$ cat config.mk
export PLATFORM = sky130hd
export DESIGN_NAME = reg_bcd_converter
export DESIGN_NICKNAME = d
export VERILOG_FILES = /design/src/rtl/bcd_pkg.sv /design/src/rtl/bcd_add3.sv /design/src/rtl/reg_bcd_converter.sv
export SDC_FILE = /design/constraint.sdc
export NUM_CORES = 1
export LEC_CHECK = 0
export ABC_AREA = 1
export CAP_MARGIN = 20
export CORE_MARGIN = 5
export CORE_UTILIZATION = 54
export CTS_CLUSTER_DIAMETER = 80
export CTS_CLUSTER_SIZE = 20
export DETAILED_ROUTE_END_ITERATION = 7
export PLACE_DENSITY = 0.78
export SKIP_LAST_GASP = 1
export SLEW_MARGIN = 10
export SYNTH_ARGS = -nofsm -noshare
export SYNTH_HDL_FRONTEND = slang
export SYNTH_SLANG_ARGS = --single-unit
export TNS_END_PERCENT = 10
$ cat constraint.sdc
create_clock -name clk -period 3.5 [get_ports clk]
set_clock_uncertainty 0.15 [all_clocks]
set_input_delay 0.7 -clock clk [delete_from_list [all_inputs] [get_ports clk]]
set_output_delay 0.7 -clock clk [all_outputs]
set_load 0.02 [all_outputs]
$ cat src/rtl/bcd_pkg.sv
// ---- bcd_pkg: shared constants and state encoding for the BCD converter ----
// ---- Revision 1.0 ----
`default_nettype none

package bcd_pkg;

  typedef enum logic [1:0] {
    IDLE  = 2'd0,
    SHIFT = 2'd1,
    DONE  = 2'd2
  } state_t;

  localparam int         BCD_DIGITS = 10;
  localparam logic [3:0] CODE_MINUS = 4'hA;
  localparam logic [3:0] CODE_OVF   = 4'hF;
  localparam int         POS_MAX    = 9999;
  localparam int         NEG_MAX    = 999;

endpackage

`default_nettype wire

$ cat src/rtl/bcd_add3.sv
// ---- bcd_add3: double-dabble digit corrector, adds 3 to digits of 5 or more ----
// ---- Revision 1.0 ----
`default_nettype none

module bcd_add3 (
  input  logic [3:0] i_digit,
  output logic [3:0] o_digit
);

  assign o_digit = (i_digit >= 4'd5) ? (i_digit + 4'd3) : i_digit;

endmodule

`default_nettype wire

$ cat src/rtl/reg_bcd_converter.sv
// ---- reg_bcd_converter: sequential 32-bit binary to 4-digit BCD display formatter ----
// ---- Revision 1.0 ----
`default_nettype none

module reg_bcd_converter
  import bcd_pkg::*;
#(
  parameter bit SIGNED_IN = 1'b1
) (
  input  logic        clk,
  input  logic        rst,
  input  logic [31:0] data_i,
  output logic [15:0] digits_o,
  output logic        neg_o,
  output logic        ovf_o,
  output logic        valid_o,
  output logic        busy_o
);

  state_t      r_state;
  state_t      w_next;
  logic [31:0] r_src;
  logic [31:0] r_mag;
  logic [39:0] r_bcd;
  logic [4:0]  r_cnt;
  logic        r_neg;

  logic [39:0] w_adj;
  logic        w_trigger;
  logic        w_neg_in;
  logic [31:0] w_src_mag;
  logic        w_fit;
  logic [15:0] w_fmt_digits;
  logic        w_fmt_ovf;

  assign w_trigger = !valid_o || (data_i != r_src);
  assign w_neg_in  = SIGNED_IN ? data_i[31] : 1'b0;
  assign busy_o    = (r_state != IDLE);

  generate
    for (genvar gi = 0; gi < BCD_DIGITS; gi++) begin : g_add3
      bcd_add3 u_add3 (
        .i_digit (r_bcd[4*gi +: 4]),
        .o_digit (w_adj[4*gi +: 4])
      );
    end
  endgenerate

  // r_src is frozen for the whole conversion, so it yields the range check directly.
  assign w_src_mag = r_neg ? (~r_src + 32'd1) : r_src;
  assign w_fit     = r_neg ? (w_src_mag <= 32'(NEG_MAX)) : (w_src_mag <= 32'(POS_MAX));

  always_comb begin
    w_fmt_digits = {4{CODE_OVF}};
    w_fmt_ovf    = 1'b1;
    if (w_fit) begin
      w_fmt_ovf    = 1'b0;
      w_fmt_digits = r_neg ? {CODE_MINUS, r_bcd[11:0]} : r_bcd[15:0];
    end
  end

  always_comb begin
    w_next = r_state;
    case (r_state)
      IDLE:    if (w_trigger) w_next = SHIFT;
      SHIFT:   if (r_cnt == 5'd0) w_next = DONE;
      DONE:    w_next = IDLE;
      default: w_next = IDLE;
    endcase
  end

  always_ff @(posedge clk or posedge rst) begin
    if (rst) begin
      r_state <= IDLE;
    end else begin
      r_state <= w_next;
    end
  end

  always_ff @(posedge clk or posedge rst) begin
    if (rst) begin
      r_src    <= '0;
      r_mag    <= '0;
      r_bcd    <= '0;
      r_cnt    <= '0;
      r_neg    <= 1'b0;
      digits_o <= '0;
      neg_o    <= 1'b0;
      ovf_o    <= 1'b0;
      valid_o  <= 1'b0;
    end else begin
      case (r_state)
        IDLE: begin
          if (w_trigger) begin
            r_src <= data_i;
            r_neg <= w_neg_in;
            r_mag <= w_neg_in ? (~data_i + 32'd1) : data_i;
            r_bcd <= '0;
            r_cnt <= 5'd31;
          end
        end
        SHIFT: begin
          {r_bcd, r_mag} <= {w_adj[38:0], r_mag, 1'b0};
          if (r_cnt != 5'd0) r_cnt <= r_cnt - 5'd1;
        end
        DONE: begin
          digits_o <= w_fmt_digits;
          neg_o    <= r_neg;
          ovf_o    <= w_fmt_ovf;
          valid_o  <= 1'b1;
        end
        default: ;
      endcase
    end
  end

endmodule

`default_nettype wire

# [After elaboration in Yosys (flattened, before gate mapping)]
# Cells that the tools add are included.
[op_classes] add_sub_neg=13 magnitude_cmp=12 eq_ne=6 n_mux=26 bitwise=2 reduce_logical=11
[ops] operator="2-to-1 mux 32 bit" n=3
[ops] operator="one-hot mux 40 bit (2 select lines)" n=1
[ops] operator="adder 32 x 1 -> 32 bit (second input constant)" n=2
[ops] operator="inverter 32 bit" n=2
[ops] operator="one-hot mux 32 bit (2 select lines)" n=1
[ops] operator=">= comparator 4 x 3 -> 1 bit (second input constant)" n=10
[ops] operator="2-to-1 mux 40 bit" n=1
[ops] operator="adder 4 x 2 -> 4 bit (second input constant)" n=9
[ops] operator="2-to-1 mux 4 bit" n=9
[ops] operator="<= comparator 32 x 10 -> 1 bit (second input constant)" n=1
[ops] operator="<= comparator 32 x 14 -> 1 bit (second input constant)" n=1
[ops] operator="2-to-1 mux 16 bit" n=2
[ops] operator="!= test 32 bit" n=1
[ops] operator="2-to-1 mux 5 bit" n=2
[ops] operator="one-hot mux 5 bit (2 select lines)" n=1
[ops] operator="!= test 2 bit (second input constant)" n=3
[ops] operator="AND reduction 2 bit" n=3
[ops] operator="logical NOT 5 bit" n=1
[ops] operator="nonzero test 5 bit" n=1
[ops] operator="subtractor 5 x 1 -> 5 bit (second input constant)" n=1
[ops] operator="2-to-1 mux 2 bit" n=2
[ops] operator="one-hot mux 2 bit (2 select lines)" n=1
[ops] operator="nonzero test 2 bit" n=2
[ops] operator="adder 3 x 2 -> 3 bit (second input constant)" n=1
[ops] operator="8 further kinds" n=9
[word_totals] reg_bits=131 in_bits=34 output_inout_bits=20 word_cells=80

# [Logic depth before layout (Yosys ltp)]
# Gate-level depths: netlist (run 1).
[logic_depth] ltp_word=6 ltp_mapped=18 depth_no_buf=17

# [Cells and area by module]
# From an unflattened synthesis (run 1), not the netlist that was laid out.
[unflattened] cells_unflattened=1077 area_unflattened_um2=7333.3
[by_module_without_submodules] module="reg_bcd_converter" n_inst=1 cells_each=985 area_per_inst_um2=6792.8
[by_module_without_submodules] module="bcd_add3" n_inst=4 cells_each=23 area_per_inst_um2=135.1

# [Worst setup path before layout (run 1)]
# OpenSTA, ideal clock, no wires.
[synth_path] kind="input -> register" start="input port data_i[0]" end="register r_mag[16]" setup_ns=0.125 arrival_ns=2.005 required_time_ns=3.225 slack_ns=1.220 stages=12 path_cell_list="inv_1 -> ha_1 -> inv_1 -> nor2_1 -> inv_1 -> nor3_1 -> nand3_1 -> nand3b_1 -> a21oi_1 -> nor2_1 -> nand2_1 -> nand3_1"
[synth_via] elab_chain_len=5 word_cells_on_any_way=9 classes_between="add/sub (1); eq/ne (2); mux (3); bitwise (1); reduce/logical (2)"
[synth_lines] item="start: declaration" line="reg_bcd_converter.sv:12" text="input logic [31:0] data_i,"
[synth_lines] item="inverter 32 bit" line="reg_bcd_converter.sv:97" text="r_mag <= w_neg_in ? (~data_i + 32'd1) : data_i;"
[synth_lines] item="adder 32 x 1 -> 32 bit" line="reg_bcd_converter.sv:97"
[synth_lines] item="2-to-1 mux 32 bit" line="reg_bcd_converter.sv:97"
[synth_lines] item="2-to-1 mux 32 bit" line="reg_bcd_converter.sv:94" text="if (w_trigger) begin"
[synth_lines] item="one-hot mux 32 bit (2 select lines)" line="reg_bcd_converter.sv:92" text="case (r_state)"
[synth_lines] item="end signal: assignment" line="reg_bcd_converter.sv:97"
[synth_lines] item="end signal: assignment" line="reg_bcd_converter.sv:103" text="{r_bcd, r_mag} <= {w_adj[38:0], r_mag, 1'b0};"
[synth_lines] item="end: declaration" line="reg_bcd_converter.sv:23" text="logic [31:0] r_mag;"
# Several ways; a longest one is shown, not always the timed one. The select of a mux whose other input is x is not followed.
# A chain may end at the register's enable or synchronous reset.

# [Worst setup path in the final report (run 1)]
[layout_path] start="input port data_i[29]" end="register r_bcd[0]"
[layout_via] elab_chain_len=4
[layout_lines] item="!= test 32 bit" line="reg_bcd_converter.sv:36" text="assign w_trigger = !valid_o || (data_i != r_src);"
[layout_lines] item="logical OR 1 bit" line="reg_bcd_converter.sv:36"
[layout_lines] item="!= test 2 bit (no source line)"
[layout_lines] item="AND reduction 2 bit (no source line)"
[layout_lines] item="end signal: assignment" line="reg_bcd_converter.sv:103"
[layout_lines] item="end: declaration" line="reg_bcd_converter.sv:24" text="logic [39:0] r_bcd;"
# Every way passes these cells.

==> out/results.ini, run 1 <==
[critical_path]
timing.rr.start = r_src[31]
crit_required_ns = 3.60
cp.buffers_inverters = 2
cp_max_fo = 23
rr_endpoint = r_bcd[0]
rrSetupSlack_ns = 0.65
start_kind = input pin
cp.arrival_ns = 3.13
critPathKind = in -> reg
crit_family = simple AND/OR/NAND/NOR gates
crit_start = data_i[29]
max_stage_delay_ns = 0.48
end_kind = flip-flop
crit_chain = clkdlybuf4s50_1 > inv_1 > o22ai_1 > nor3_1 > nand4_1 > nor2_2 > nand3_4 > nand2_4 > nand2_2 > o21ai_0
rr_worst_depth = 9
slowest_stage = clkdlybuf4s50_1

[timing]
finalSetupTns_ns = 0
period_minus_slack_ns = 3.029
final_hold_viol_count = 0
fin_ws_ns = 0.4710
finalMaxSlewViolations = 0
holdWs_ns = 0.3357
max_freq_ghz = 0.3301
grt_setup_unrepaired = no
tightest_slew_ns = 0.6948
period_share_pct = 86.54
setup_viol = 0
slew_headroom_pct = 53.63

[global_route]
grt_pass1_vias = 6236
grt_pass1_wl_mm = 33.08
grt_overflow = 0
grt_antenna_before_repair = 0
grt_usage_pct = 26.21
grt_max_degree = 107

[worst_hold_path]
whs_endpoint = ovf_o
min_path_cells = 2
min_from = ovf_o
hold_class = reg -> reg

[final_layout]
layout-drive-gt1-share_pct = 8.977
register_area_um2 = 2653
num_antenna_cells = 0
synthToLayoutAreaGrowth_pct = 14.06
n_fill_cell = 1162
multiInputGateArea_um2 = 3802
final_net_count = 1077

[clock_network]
cts_tree = built
cts_made_buffers = 9
clkTransAtPathRegs_ns = 0.08
clk_path_buf_depth = 2
clk_latency_ns = 0.36
htree_levels = 3
cts_resized = 0
holdBufCountCts = 0
root_buffer = clkbuf_16
postCtsSetupRepairBufs = 0
cts_sinks = 106

[logic_synthesis]
yosys-top-cells-count = nand2_1, dfrtp_1, nand3_1
synth.most_common_cell = nand2_1
syn_inst = 987
synth-edff-count = 0
synthFlopType = dfrtp_1
synth_area_per_cell_um2 = 7.193
yosys_warnings = 0
syn_area_um2 = 7099
ys_seq_area_share_pct = 37.36
yosysTopAreaCellShare_pct = 37.36
synthArstFlopShare_pct = 100.0
syn_nets = 1033
ys_ff_latch = 106
ys_types = 40
ys_top_cells_by_area = dfrtp_1, nand2_1, nand3_1
synth_top_cell_by_area = dfrtp_1

[pwr]
p_leak_uw = 0.003719
vdd_drop_max_mv = 0.4106
power.density_nw_per_um2 = 809.3

[detailed_routing]
drt_first_pass_iters = 5
vias = 6767
first_iter_violations = 606
route.detailed.drc = 0
antenna_left = 0
avgRoutedWirePerCell_um = 16.61
wirelength_mm = 20.06
viasPerCell = 5.602

[flow_run]
max_cap_violations = 0

[floorplan]
ios = 54
die_x_um = 124.7
core_area_um2 = 12770
die_area_um2 = 15540
die_h_um = 124.7
initial_core_util_pct = 55.58
num_rows = 41

[placed_design]
gp_routability_congestion = 1.014
place_hpwl_mm = 15.28
placement.io_buffers = 53
pre_cts_slack_ns = 0.2178

[status]
status = complete, no violations

## metal layers
layer  GRT usage [%]  share of wire, %  up-vias
li1                -                 -     3330
met3           7.847                10       32
met1           38.32                46     3120
met4           7.157               2.0        0
met2           37.66                42      285
met5               0                 0        -
## kinds of logic (layout without fill, tap and decap cells)
family                   after synthesis  after routing  synth area share, %
AND/OR/NAND/NOR                      515            515                32.75
adder cells (fa/ha/maj)               12             12                2.115
buffers and inverters                146            195                9.182
XOR/XNOR                              44             44                5.428
AO/OA/AOI/OAI                        164            164                13.17
flip-flops                           106            106                37.36
## state kept, by name (all words and copies together), names as in the netlist
signal	flops
r_cnt	5
r_mag	32
r_bcd	16
digits_o	16
r_src	32
r_state	2
neg_o	1
ovf_o	1
valid_o	1
## where the power goes
part	switching (uW)	internal (uW)	total, uW
clock network	503	640	1140
logic	1940	1160	3100
registers	588	1720	2310
## through the flow
stage / util [%] / total power [uW] / instances / area [um^2]
6_report: 63.40 / 6554 / 1208 / 8098
3_3_place_gp: 60.77 / 5307 / 1192 / 7762
4_1_cts: 63.40 / 6544 / 1208 / 8098
5_1_grt: 63.40 / 7093 / 1208 / 8098
2_1_floorplan: - / 4517 / 987 / 7103
3_5_place_dp: 60.77 / 5381 / 1192 / 7762
## cell type report
class                      instances  share of cell area, %
sequential                       106                  32.76
multi-input combinational        735                  46.96
inverter                         110                  5.145
clock inverter                     7                  1.360
clock buffer                       9                  2.781
tap                              172                  2.658
timing repair buffer              69                  8.344
## worst max-delay path by stage
stage	end	slack, ns	depth (start not counted)
global placement	r_mag[12]	0.18	11
CTS	r_bcd[0]	0.52	10
finish	r_bcd[0]	0.47	10
floorplan	r_mag[16]	1.22	12
detailed placement	r_mag[12]	0.22	11
global route	r_mag[12]	0.30	11
## worst reg2reg max path, cell delays in order, from the launching register on
cell and delay, ns:
dfrtp_1 0.63, inv_2 0.24, o22ai_1 0.09, nor3_1 0.26, nand4_1 0.14, nor2_2 0.16
nand3_4 0.16, nand2_4 0.29, nand2_2 0.28, o21ai_0 0.34
## placed cells by master (no fill, tap or decap), drive strengths merged, types with 3 or more instances in the layout
cell / n
nor2: 92
buf: 16
nand4: 19
nand2: 277
xor2: 38
a21oi: 22
or2: 3
clkbuf: 9
clkinv: 3
dfrtp: 106
inv: 110
nor4: 3
o2111ai: 3
nand3: 107
o21ai: 95
clkdlybuf4s50: 53
o22ai: 15
ha: 12
xnor2: 6
nor3: 12
o211ai: 22
No activity file was read; power rests on OpenSTA's default activity.
==> run 2: changes to the inputs <==
--- a/config.mk
+++ b/config.mk
@@ -8,11 +8,11 @@
 export ABC_AREA = 1
 export CAP_MARGIN = 20
 export CORE_MARGIN = 5
-export CORE_UTILIZATION = 54
+export CORE_UTILIZATION = 64
 export CTS_CLUSTER_DIAMETER = 80
 export CTS_CLUSTER_SIZE = 20
 export DETAILED_ROUTE_END_ITERATION = 7
-export PLACE_DENSITY = 0.78
+export PLACE_DENSITY = 0.86
 export SKIP_LAST_GASP = 1
 export SLEW_MARGIN = 10
 export SYNTH_ARGS = -nofsm -noshare
==> constraint.sdc (replaced) <==
create_clock -name clk -period 3.8 [get_ports clk]
set_clock_uncertainty 0.15 [all_clocks]
set_input_delay 0.76 -clock clk [delete_from_list [all_inputs] [get_ports clk]]
set_output_delay 0.76 -clock clk [all_outputs]
set_load 0.02 [all_outputs]
==> run 2 against run 1 <==
Compared with the run above: first-iteration DRC count is 43% higher; highest routed layer unchanged; sequential power is 9.1% lower; hold slack better by 0.020 ns; routed wire length is 4.9% lower; total power is 14% lower; cell count is 3.0% lower.
==> out/results.ini, run 2 (same netlist as run 1, synthesis figures left out) <==
[status]
status = complete, no violations

[timing]
setup_viol = 0  ; unchanged
period_minus_slack_ns = 3.095
finalMaxSlewViolations = 0  ; unchanged
slew_headroom_pct = 43.32  ; -10 points
period_share_pct = 81.45
finalSetupTns_ns = 0  ; unchanged
holdWs_ns = 0.3561  ; +0.02043 ns
max_freq_ghz = 0.3231
grt_setup_unrepaired = no
tightest_slew_ns = 0.8502  ; +0.1554 ns
final_hold_viol_count = 0  ; unchanged

[clock_network]
cts_tree = built
root_buffer = clkbuf_8
holdBufCountCts = 0  ; unchanged
clk_path_buf_depth = 2  ; unchanged
cts_resized = 0  ; unchanged
cts_made_buffers = 9  ; unchanged
postCtsSetupRepairBufs = 0  ; unchanged
clk_latency_ns = 0.40  ; +0.04 ns
htree_levels = 3  ; unchanged
clkTransAtPathRegs_ns = 0.10  ; +0.02 ns
cts_sinks = 106  ; unchanged

[critical_path]
path_common_cell = inv_1
crit_chain = clkdlybuf4s50_1 > inv_1 > ha_1 > inv_1 > nor2_1 > inv_1 > nor3_1 > nand3_1 > nand3b_1 > a21oi_1 > nor2_1 > nand2_1 > nand3_1
rrSetupSlack_ns = 0.99  ; +0.34 ns
max_stage_delay_ns = 0.56  ; +0.08 ns
crit_required_ns = 3.92  ; +0.32 ns
slowest_stage = clkdlybuf4s50_1
cp.buffers_inverters = 4  ; +2
cp.arrival_ns = 3.22  ; +0.09 ns
critPathKind = in -> reg
crit_family = simple AND/OR/NAND/NOR gates
cp_max_fo = 4  ; -83%
start_kind = input pin
end_kind = flip-flop

[final_layout]
final_common_cell = nand2_1
synthToLayoutAreaGrowth_pct = 11.10
reg.largest.list = r_mag x32, r_src x32
instances_no_fill = 1172  ; -3.0%
final_cell_mix = nand2_1, dfrtp_1, nand3_1, inv_1, o21ai_0
num_antenna_cells = 0  ; unchanged
final_net_count = 1073  ; -0.37%
layout-drive-gt1-share_pct = 8.430  ; -0.55 points

[global_route]
grt_pass1_wl_mm = 31.91  ; -3.5%
met2_usage_pct = 46.76  ; +9.1 points
grt_antenna_before_repair = 0  ; unchanged
grt_max_degree = 53  ; -50%
grt_overflow = 0  ; unchanged
top_usage_layer = met2
use_met1_pct = 42.61  ; +4.3 points
grt_pass1_vias = 6482  ; +3.9%
grt_util_met3_pct = 5.316  ; -2.5 points
grt_usage_pct = 30.25  ; +4.0 points

[placed_design]
placement.io_buffers = 53  ; unchanged
gp_routability_congestion = 0.9550  ; -5.9%
place_hpwl_mm = 14.02  ; -8.3%
dpl.cell_count = 1156  ; -3.0%

[floorplan]
ios = 54  ; unchanged
initial_core_util_pct = 65.49  ; +9.9 points
core_area_um2 = 10840  ; -15%
num_rows = 38  ; -7.3%
die_x_um = 115.3  ; -7.5%
die_h_um = 115.3  ; -7.5%
die_area_um2 = 13300  ; -14%

[flow_run]
max_cap_violations = 0  ; unchanged

[detailed_routing]
drt_first_pass_iters = 5  ; unchanged
vias = 6930  ; +2.4%
avgRoutedWirePerCell_um = 16.27  ; -2.0%
route.detailed.drc = 0  ; unchanged
antenna_left = 0  ; unchanged
wirelength_mm = 19.07  ; -4.9%
first_iter_violations = 867  ; +43%
viasPerCell = 5.913  ; +5.6%

[worst_hold_path]
hold_class = reg -> reg

[pwr]
vdd_drop_max_mv = 0.5692  ; +39%
power.density_nw_per_um2 = 717.9  ; -11%
p_leak_uw = 0.003640  ; -2.1%

[run 2: path summary, 6_finish.rpt]
| path | from | to | cells after the start |
|---|---|---|---|
| max | data_i[1] | r_mag[16] | 13 |
| min | r_mag[22] | r_mag[23] | 2 |
| max reg2reg | r_src[31] | r_mag[31] | 10 |
| min reg2reg | r_mag[22] | r_mag[23] | 2 |
| max in group asynchronous | rst | digits_o[14] | 3 |
| min in group asynchronous | rst | digits_o[5] | 2 |
[run 2: through the flow]
step / area, um^2 / setup WS, ns / utilization, % / power, uW
after global placement: 7691 / 0.4483 / 70.95 / 4778
after detailed placement: 7691 / 0.3966 / 70.95 / 4879
after CTS: 7888 / 0.8037 / 72.76 / 5617
after global routing: 7888 / 0.5459 / 72.76 / 6142
after floorplan: 7099 / 0.1011 / - / 4160
final: 7888 / 0.7047 / 72.76 / 5663
[run 2: cell type report]
cell class / instances / area, um^2
repair buffers: 65 / 645.6
flip-flops and latches: 106 / 2653
fillers: 859 / 2953
clock inverters: 4 / 51.30
multi-input cells: 735 / 3802
inverters: 110 / 415.4
clock buffers: 12 / 145.1
well taps: 140 / 175.2
[run 2: power by group]
| group | internal (uW) | switching [uW] |
|---|---|---|
| sequential | 1590 | 511 |
| combinational | 1060 | 1780 |
| clock | 324 | 399 |
[run 2: worst register-to-register path: cells and delay by family (launching register included)]
| family | cells | cell delay, ns |
|---|---|---|
| compound gates | 1 | 0.09 |
| buf+inv | 1 | 0.22 |
| flops | 1 | 0.62 |
| simple gates | 8 | 1.62 |
[run 2: per-layer routing]
layer,up-vias,wire (um)
li1,3328,-
met1,3239,8196
met2,316,8755
met3,47,1597
met4,0,524
met5,-,0
